## src/rtl/spi_flash_reader.sv

```systemverilog
// Purpose : iomem-mapped SPI mode-0 initiator that shifts out opcode/address and captures flash reply bytes.
// Latency : iomem ready one cycle after sel; SPI bit = 2*CLK_DIV cycles, cs-low = nbits*2*CLK_DIV + CLK_DIV.
// Backpr. : none on SPI; a CMD write while busy is acknowledged and dropped.
//
// Ports:
//   clk, resetn                 system clock, async active-low reset
//   sel/addr/wstrb/wdata        iomem request (addr[8]=1 selects the reply buffer window)
//   rdata/ready                 iomem response, ready is a one-cycle pulse
//   spi_clk/spi_cs/spi_mosi     SPI outputs (clk idles low, cs active low)
//   spi_miso                    SPI input from flash
//   busy/done_strobe            transaction in progress / one-cycle end pulse
module spi_flash_reader #(
  parameter int CLK_DIV   = 2,
  parameter int BUF_WORDS = 64
) (
  input  logic        clk,
  input  logic        resetn,
  input  logic        sel,
  input  logic [8:0]  addr,
  input  logic [3:0]  wstrb,
  input  logic [31:0] wdata,
  output logic [31:0] rdata,
  output logic        ready,
  output logic        spi_clk,
  output logic        spi_cs,
  output logic        spi_mosi,
  input  logic        spi_miso,
  output logic        busy,
  output logic        done_strobe
);

  localparam int AW = $clog2(BUF_WORDS);
  localparam int DW = $clog2(2 * CLK_DIV);
  localparam logic [DW-1:0] DIV_RISE = DW'(CLK_DIV - 1);
  localparam logic [DW-1:0] DIV_END  = DW'(2 * CLK_DIV - 1);
  localparam logic [8:0]    MAX_LEN  = 9'(4 * BUF_WORDS);

  localparam logic [2:0] S_IDLE = 3'd0;
  localparam logic [2:0] S_CMD  = 3'd1;
  localparam logic [2:0] S_ADDR = 3'd2;
  localparam logic [2:0] S_DATA = 3'd3;
  localparam logic [2:0] S_HOLD = 3'd4;

  logic [2:0]    state_q, state_d;
  logic [DW-1:0] div_q, div_d;
  logic [4:0]    bit_q, bit_d;
  logic [30:0]   shift_q, shift_d;
  logic [7:0]    rx_q, rx_d;
  logic [8:0]    cnt_q, cnt_d;
  logic [7:0]    op_q, op_d;
  logic [8:0]    len_q, len_d;
  logic          aen_q, aen_d;
  logic [23:0]   addr_q, addr_d;
  logic          done_q, done_d;
  logic          dstb_q, dstb_d;
  logic          sclk_q, sclk_d;
  logic          cs_n_q, cs_n_d;
  logic          mosi_q, mosi_d;
  logic          ready_q, ready_d;
  logic [31:0]   rdata_q, rdata_d;

  // The request is captured on the first sel cycle and acted on in the ready
  // cycle, so a start makes cs fall the cycle after the ack.
  logic          req_cmd_q, req_cmd_d;
  logic          req_adr_q, req_adr_d;
  logic          req_wr_q, req_wr_d;
  logic [3:0]    req_wstrb_q, req_wstrb_d;
  logic [24:0]   req_wdata_q, req_wdata_d;

  logic [31:0]   buf_q [BUF_WORDS];
  logic          buf_we;
  logic [31:0]   rd_val;
  logic [2:0]    nxt;

  logic [7:0]    op_new;
  logic [8:0]    len_new;
  logic [8:0]    len_clamp;
  logic          aen_new;
  logic          unused_wdata;

  assign unused_wdata = ^wdata[31:25];

  assign op_new    = req_wstrb_q[0] ? req_wdata_q[7:0] : op_q;
  assign len_new   = {req_wstrb_q[2] ? req_wdata_q[16] : len_q[8],
                      req_wstrb_q[1] ? req_wdata_q[15:8] : len_q[7:0]};
  assign aen_new   = req_wstrb_q[3] ? req_wdata_q[24] : aen_q;
  assign len_clamp = (len_new > MAX_LEN) ? MAX_LEN : len_new;

  assign busy        = (state_q != S_IDLE);
  assign spi_clk     = sclk_q;
  assign spi_cs      = cs_n_q;
  assign spi_mosi    = mosi_q;
  assign done_strobe = dstb_q;
  assign ready       = ready_q;
  assign rdata       = rdata_q;

  always_comb begin
    rd_val = '0;
    if (addr[8]) begin
      rd_val = buf_q[addr[2 +: AW]];
    end else begin
      case (addr[7:0])
        8'h00:   rd_val = {7'b0, aen_q, 7'b0, len_q, op_q};
        8'h04:   rd_val = {8'b0, addr_q};
        8'h08:   rd_val = {15'b0, cnt_q, 6'b0, done_q, busy};
        default: rd_val = '0;
      endcase
    end
  end

  always_comb begin
    state_d     = state_q;
    div_d       = div_q;
    bit_d       = bit_q;
    shift_d     = shift_q;
    rx_d        = rx_q;
    cnt_d       = cnt_q;
    op_d        = op_q;
    len_d       = len_q;
    aen_d       = aen_q;
    addr_d      = addr_q;
    done_d      = done_q;
    dstb_d      = 1'b0;
    sclk_d      = sclk_q;
    cs_n_d      = cs_n_q;
    mosi_d      = mosi_q;
    ready_d     = sel & ~ready_q;
    rdata_d     = '0;
    req_cmd_d   = req_cmd_q;
    req_adr_d   = req_adr_q;
    req_wr_d    = req_wr_q;
    req_wstrb_d = req_wstrb_q;
    req_wdata_d = req_wdata_q;
    buf_we      = 1'b0;
    nxt         = state_q;

    // iomem request capture and read response
    if (sel && !ready_q) begin
      req_cmd_d   = !addr[8] && (addr[7:0] == 8'h00);
      req_adr_d   = !addr[8] && (addr[7:0] == 8'h04);
      req_wr_d    = (wstrb != 4'b0);
      req_wstrb_d = wstrb;
      req_wdata_d = wdata[24:0];
      if (wstrb == 4'b0) rdata_d = rd_val;
    end

    // SPI sequencing: div counts through one bit period, spi_clk rises at
    // the midpoint and falls at the bit boundary where mosi also advances.
    case (state_q)
      S_CMD, S_ADDR, S_DATA: begin
        div_d = (div_q == DIV_END) ? '0 : div_q + 1'b1;
        if (div_q == DIV_RISE) begin
          sclk_d = 1'b1;
          if (state_q == S_DATA) rx_d = {rx_q[6:0], spi_miso};
        end
        if (div_q == DIV_END) begin
          sclk_d  = 1'b0;
          bit_d   = bit_q + 5'd1;
          shift_d = {shift_q[29:0], 1'b0};
          case (state_q)
            S_CMD: if (bit_q == 5'd7) begin
              bit_d = '0;
              nxt   = aen_q ? S_ADDR : ((len_q != 9'd0) ? S_DATA : S_HOLD);
            end
            S_ADDR: if (bit_q == 5'd23) begin
              bit_d = '0;
              nxt   = (len_q != 9'd0) ? S_DATA : S_HOLD;
            end
            default: if (bit_q == 5'd7) begin
              bit_d  = '0;
              buf_we = 1'b1;
              cnt_d  = cnt_q + 9'd1;
              if (cnt_q + 9'd1 == len_q) nxt = S_HOLD;
            end
          endcase
          state_d = nxt;
          mosi_d  = (nxt == S_CMD || nxt == S_ADDR) ? shift_q[30] : 1'b0;
        end
      end
      S_HOLD: begin
        div_d = div_q + 1'b1;
        if (div_q == DIV_RISE) begin
          div_d   = '0;
          state_d = S_IDLE;
          cs_n_d  = 1'b1;
          done_d  = 1'b1;
          dstb_d  = 1'b1;
        end
      end
      default: ;
    endcase

    // register writes land in the ack cycle
    if (ready_q && req_wr_q) begin
      if (req_adr_q) begin
        addr_d = {req_wstrb_q[2] ? req_wdata_q[23:16] : addr_q[23:16],
                  req_wstrb_q[1] ? req_wdata_q[15:8]  : addr_q[15:8],
                  req_wstrb_q[0] ? req_wdata_q[7:0]   : addr_q[7:0]};
      end
      if (req_cmd_q && state_q == S_IDLE) begin
        op_d    = op_new;
        len_d   = len_clamp;
        aen_d   = aen_new;
        state_d = S_CMD;
        div_d   = '0;
        bit_d   = '0;
        shift_d = {op_new[6:0], addr_q};
        mosi_d  = op_new[7];
        sclk_d  = 1'b0;
        cs_n_d  = 1'b0;
        done_d  = 1'b0;
        cnt_d   = '0;
      end
    end
  end

  always_ff @(posedge clk or negedge resetn) begin
    if (!resetn) begin
      state_q     <= S_IDLE;
      div_q       <= '0;
      bit_q       <= '0;
      shift_q     <= '0;
      rx_q        <= '0;
      cnt_q       <= '0;
      op_q        <= '0;
      len_q       <= '0;
      aen_q       <= 1'b0;
      addr_q      <= '0;
      done_q      <= 1'b0;
      dstb_q      <= 1'b0;
      sclk_q      <= 1'b0;
      cs_n_q      <= 1'b1;
      mosi_q      <= 1'b0;
      ready_q     <= 1'b0;
      rdata_q     <= '0;
      req_cmd_q   <= 1'b0;
      req_adr_q   <= 1'b0;
      req_wr_q    <= 1'b0;
      req_wstrb_q <= '0;
      req_wdata_q <= '0;
    end else begin
      state_q     <= state_d;
      div_q       <= div_d;
      bit_q       <= bit_d;
      shift_q     <= shift_d;
      rx_q        <= rx_d;
      cnt_q       <= cnt_d;
      op_q        <= op_d;
      len_q       <= len_d;
      aen_q       <= aen_d;
      addr_q      <= addr_d;
      done_q      <= done_d;
      dstb_q      <= dstb_d;
      sclk_q      <= sclk_d;
      cs_n_q      <= cs_n_d;
      mosi_q      <= mosi_d;
      ready_q     <= ready_d;
      rdata_q     <= rdata_d;
      req_cmd_q   <= req_cmd_d;
      req_adr_q   <= req_adr_d;
      req_wr_q    <= req_wr_d;
      req_wstrb_q <= req_wstrb_d;
      req_wdata_q <= req_wdata_d;
    end
  end

  // Reply buffer: no reset, contents are undefined until written.
  always_ff @(posedge clk) begin
    if (buf_we) buf_q[cnt_q[2 +: AW]][{cnt_q[1:0], 3'b000} +: 8] <= rx_q;
  end

endmodule
```

## config.mk

```make
export PLATFORM = sky130hd
export DESIGN_NAME = spi_flash_reader
export DESIGN_NICKNAME = d
export VERILOG_FILES = /design/src/rtl/spi_flash_reader.sv
export SDC_FILE = /design/constraint.sdc
export NUM_CORES = 2
export LEC_CHECK = 0
export ABC_AREA = 1
export CAP_MARGIN = 5
export CORE_MARGIN = 4
export CORE_UTILIZATION = 44
export CTS_BUF_LIST = sky130_fd_sc_hd__clkbuf_2 sky130_fd_sc_hd__clkbuf_4 sky130_fd_sc_hd__clkbuf_8
export DETAILED_ROUTE_END_ITERATION = 10
export GPL_ROUTABILITY_DRIVEN = 1
export GPL_TIMING_DRIVEN = 0
export PLACE_DENSITY = 0.63
export RECOVER_POWER = 50
export SYNTH_ARGS = -nofsm -noshare
export SYNTH_HDL_FRONTEND = slang
export SYNTH_SLANG_ARGS = --single-unit
```

## constraint.sdc

```tcl
create_clock -name clk -period 4.6 [get_ports clk]
set_clock_uncertainty 0.15 [all_clocks]
set_input_delay 0.46 -clock clk [delete_from_list [all_inputs] [get_ports clk]]
set_output_delay 0.46 -clock clk [all_outputs]
set_load 0.005 [all_outputs]
```

# After elaboration in Yosys (flattened, before gate mapping)
# Memory sizes are Yosys's and may differ from the RTL's.
# Cells that the tools add are included.
# classes
mux,70
bitwise_logic,2
addsub,4
eq_ne,13
shifts,2
magnitude_cmp,1
reduce_logical,22
# op_table
op,count
32-bit two-way mux,4
31-bit two-way mux,4
25-bit case mux with 3 select lines,1
9-bit two-way mux,7
3-bit two-way mux,12
5-bit two-way mux,7
8-bit by 7-bit variable shift with 32-bit output (first input constant),1
8-bit by 7-bit variable part select with 32-bit output,1
1-bit two-way mux,26
8-bit two-way mux,2
3-bit AND reduction,5
3-bit case mux with 2 select lines,2
9-bit by 1-bit adder with 9-bit output (second input constant),1
3-bit by 2-bit == test with 1-bit output (second input constant),3
9-bit == test,1
9-bit greater-than comparator (second input constant),1
9-bit nonzero test,1
8-bit by 3-bit == test with 1-bit output (second input constant),1
8-bit by 4-bit == test with 1-bit output (second input constant),1
8-bit zero test,1
2-bit two-way mux,4
5-bit negation with 7-bit output,1
3-bit by 1-bit == test with 1-bit output (second input constant),2
5-bit by 1-bit adder with 5-bit output (second input constant),1
19 further kinds,24
# totals
in_bits,49
n_memories,1
regBits,170
mem_bits_rw,2048
wordCells,139
output_inout_bits,38
# memory_table
memory,words,word_bits,rd,rd_clocked_by_memory_dff,write_ports,line,source
buf_q,64,32,1,0,1,70,logic [31:0] buf_q [BUF_WORDS];

# Depth between registers and ports, before layout
# depth
ltp_word,14
mapped_depth,19
depth_no_buf,19

# Worst setup path before layout
# OpenSTA, ideal clock, no wires.
# synth_path
path_kind,reg-to-reg
startpoint,register cnt_q[0]
endpoint,"memory buf_q[0][16], data pin"
arrival_ns,3.802
setup_time_ns,0.681
path_buffers,1
slack_ns,-0.033
required_ns,3.769
stages_incl_launch_ff,6
path_cell_list,dfrtp_1 > inv_1 > ha_1 > clkbuf_1 > nand2_1 > nor3_1
# synth_between
elab_chain_cells,2
# synth_rtl
element,line,source
from (decl),49,"logic [8:0] cnt_q, cnt_d;"
from (signal assigned),247,cnt_q <= cnt_d;
5-bit negation with 7-bit output,269,"if (buf_we) buf_q[cnt_q[2 +: AW]][{cnt_q[1:0], 3'b000} +: 8] <= rx_q;"
8-bit by 7-bit variable part select with 32-bit output,269,
to (decl),70,
# No other way between the ends.

# Final worst setup path
# layout_path
startpoint,input port addr[2]
endpoint,register rdata_q[1] (netlist: rdata[1])
# layout_between
elab_chain_cells,5
word_cells_on_any_way,8
# layout_rtl
element,line,source
from (decl),19,"input logic [8:0] addr,"
"parallel branches: the longest is 2 deep, another holds memory 64 x 32 bit",--,
32-bit two-way mux (*),99,if (addr[8]) begin
32-bit two-way mux (*),144,if (wstrb == 4'b0) rdata_d = rd_val;
32-bit two-way mux (*),138,if (sel && !ready_q) begin
via rdata_d[1],60,"logic [31:0] rdata_q, rdata_d;"
to (signal assigned),258,rdata_q <= rdata_d;
to (decl),60,
# Mark *: on every way through the listed nets, which the timed path passes.
# A chain may end at the register's enable or synchronous reset.

==> impl_metrics.json <==
{
  "max_freq_ghz": 0.198,
  "num_vias": 67800,
  "hold_depth": 4,
  "critical_path_class": "input port to register",
  "dieArea_um2": 205000,
  "start_util_pct": 44.2,
  "synth_cell_types": 40,
  "worstPathArrival_ps": 5940,
  "min_to": "req_wdata_q[5]",
  "pwr-share-comb_pct": 7.1,
  "dr.max_layer_used": "met5",
  "nNetsFinal": 7336,
  "clkTransAtPathRegs_ps": 60,
  "setup_viol": 42,
  "violations": "capacitance limit, slew limit, setup timing",
  "intPower_mw": 31.9,
  "slew_viol_final": 780,
  "syn_nets": 6721,
  "die-height_um": 453,
  "crit_path_max_fanout": 10,
  "critPathLaunchType": "input port",
  "syn_to_final_growth_pct": 15.2,
  "grt_max_degree": 106,
  "tns_ps": -4310,
  "synth.cell_area_um2": 87200,
  "htreeDepth": 5,
  "grt_pass1_vias": 61500,
  "grt_util_all_layers_pct": 40.1,
  "ant_nets": 0,
  "grt_pass1_wl_um": 546000,
  "cts_buffers": 375,
  "synthCells": 6662,
  "gp_congestion": 1.09,
  "r2r_cells": 6,
  "drt_wl_total_um": 422000,
  "synth-async-reset-ratio_pct": 7.66,
  "clock-sinks": 2218,
  "die_w_um": 453,
  "worstPathRequired_ps": 5480,
  "fin_crit_sh_pct": 110,
  "post_cts_buffers": 0,
  "wl_per_cell_um": 41.2,
  "r2r_end": "buf_q[49][27]",
  "rrSetupSlack_ps": -240,
  "leakage_nw": 29.8,
  "grt_overflow": 0,
  "drt-initial-drc-count": 13300,
  "clockRootBuffer": "clkbuf_8",
  "worst_pin_slew_ps": 2990,
  "first_pass_iters": 10,
  "power_frac_clock_pct": 41.6,
  "via_per_inst": 6.62,
  "wl_met3_um": 69300,
  "insertion_delay_ps": 1170,
  "fillers": 17100,
  "ys.flop_type": "edfxtp_1",
  "antenna_found_initial": 68,
  "ys_seq_area_share_pct": 75.4,
  "io_pins": 87,
  "powerDensity_nw_per_um2": 424,
  "tritoncts": "yes",
  "drive_above_1_share_pct": 11.9,
  "p_sw_mw": 10.8,
  "rsz0062_at_grt": "true",
  "cts_max_path_buffers": 4,
  "port_buffers": 77,
  "wl_met1_um": 145000,
  "hold_viol": 0,
  "hp-start": "wdata[5]",
  "swShare_pct": 25.2,
  "hold_class": "input port to register",
  "hpwlAfterDp_um": 298000,
  "vdd_drop_max_mv": 0.317,
  "min_period_ps": 5060,
  "synth_edf_count": 2048,
  "crit_path_end_kind": "register",
  "yosys_warnings": 0,
  "status": "finished with violations",
  "power_frac_seq_pct": 51.3,
  "drc": 0,
  "coreArea_um2": 197000,
  "final_util_pct": 51.0,
  "crit-reg2reg-launch": "cnt_q[3]",
  "maxCapViolCount": 43,
  "relSlewSlack_pct": -99.1,
  "finalWorstSetupSlack_ps": -456,
  "ys_seq_elements": 2218,
  "rows": 163,
  "met2_length_um": 171000,
  "syn_area_per_cell_um2": 13.1
}
power by group through the flow:
stage               logic (mW)  registers (mW)  clock network [mW]
finish                    3.03            21.9                17.7
global route              2.96            21.9                18.5
CTS                       2.77            21.9                17.5
detailed placement        2.72            22.3                   0
global placement          2.67            22.3                   0
floorplan                 1.10            22.3                   0
through the flow:
stage	power [mW]	setup WS [ps]	instance area [µm²]	hold WS [ps]	instances
floorplan	23.3	-33.0	87200	14.4	6662
finish	42.6	-456	100000	295	10200
global route	43.3	-3.21	100000	277	10200
CTS	42.1	51.0	101000	223	10200
global placement	24.9	-5190	91300	309	9379
detailed placement	25.0	-917	93100	310	9482
per-layer routing:
metal	vias to the layer above	GRT usage, %
li1	26100	-
met1	33800	49.4
met2	6427	55.1
met3	1505	19.1
met4	20	28.6
met5	-	0.863
synth_stat cells, drive strengths merged (10+ instances only):
| cell type | count | area (µm²) |
|---|---|---|
| edfxtp | 2048 | 61500 |
| nand2 | 1055 | 3970 |
| nor2 | 764 | 2870 |
| o21ai | 718 | 3590 |
| nand3 | 346 | 1730 |
| a21oi | 297 | 1490 |
| clkbuf | 249 | 935 |
| buf | 193 | 927 |
| dfrtp | 169 | 4230 |
| a22oi | 152 | 1140 |
| o211ai | 148 | 1110 |
| o221ai | 137 | 1200 |
| inv | 126 | 473 |
| a221oi | 86 | 753 |
| o22ai | 39 | 244 |
| o2111ai | 34 | 298 |
| nor3 | 27 | 145 |
| o21a | 15 | 113 |
| ha | 10 | 125 |
registers in the layout, indices dropped and copies added, names as in the netlist, 4 cells and up:
name         count
cnt_q            9
req_wstrb_q      4
op_q             8
buf_q         2048
rx_q             8
rdata           32
req_wdata_q     25
bit_q            5
shift_q         31
addr_q          24
len_q            9
cells in the final DEF, fill, tap and decap left out, drive strengths merged, types with 39 or more instances in the layout:
master       count
buf            257
o211ai         148
clkinv         108
a21oi          297
inv            129
o221ai         137
o21ai          718
diode           60
dlygate4sd3     79
nand3          346
edfxtp        2048
nor2           765
a221oi          86
dfrtp          169
clkbuf         825
o22ai           39
a22oi          152
nand2         1055
cell type report:
type	instances	area (µm²)	area share (%)
Antenna cell	60	150	0.149
Buffer	442	1910	1.90
Clock inverter	122	797	0.793
Inverter	130	488	0.486
Clock buffer	520	6370	6.34
Tap cell	2640	3300	3.29
Sequential cell	2218	65800	65.4
Timing Repair Buffer	237	2530	2.52
Multi-Input combinational cell	3873	19200	19.1
critical path, stage by stage:
cell             delay, ps
clkdlybuf4s50_1        650
buf_2                  740
nor2_1                 360
inv_2                  200
buf_2                  430
buf_1                 1120
o211ai_1               510
o211ai_1               640
nand3_1                150
nand3_1                190
nand3_1                280
nand2_1                180
worst max path at each step:
stage	endpoint	start	slack, ps
after floorplan	buf_q[0][16]	cnt_q[0]	-30
after global placement	buf_q[47][19]	cnt_q[0]	-5190
after detailed placement	rdata[1]	addr[2]	-920
after CTS	buf_q[44][2]	cnt_q[0]	50
after global routing	buf_q[50][25]	state_q[0]	-3
final	rdata[1]	addr[2]	-460
kinds of logic after synthesis:
| logic type | after synthesis | share of synthesized area (%) |
|---|---|---|
| AOI/OAI and AO/OA | 1645 | 11.6 |
| xor gates and xnor gates | 2 | 0.0201 |
| adders and majority gates | 10 | 0.143 |
| buffers and inverters | 572 | 2.69 |
| DFF | 2218 | 75.4 |
| and+or+nand+nor | 2215 | 10.2 |
what timing repair did:
action / in CTS / in global routing
resized for setup: 0 / 6
endpoints found under the setup margin: 0 / 164
endpoints found under the hold margin: 202 / 0
hold buffers: 40 / 0
Note: power is estimated with default switching activity, not from simulation.
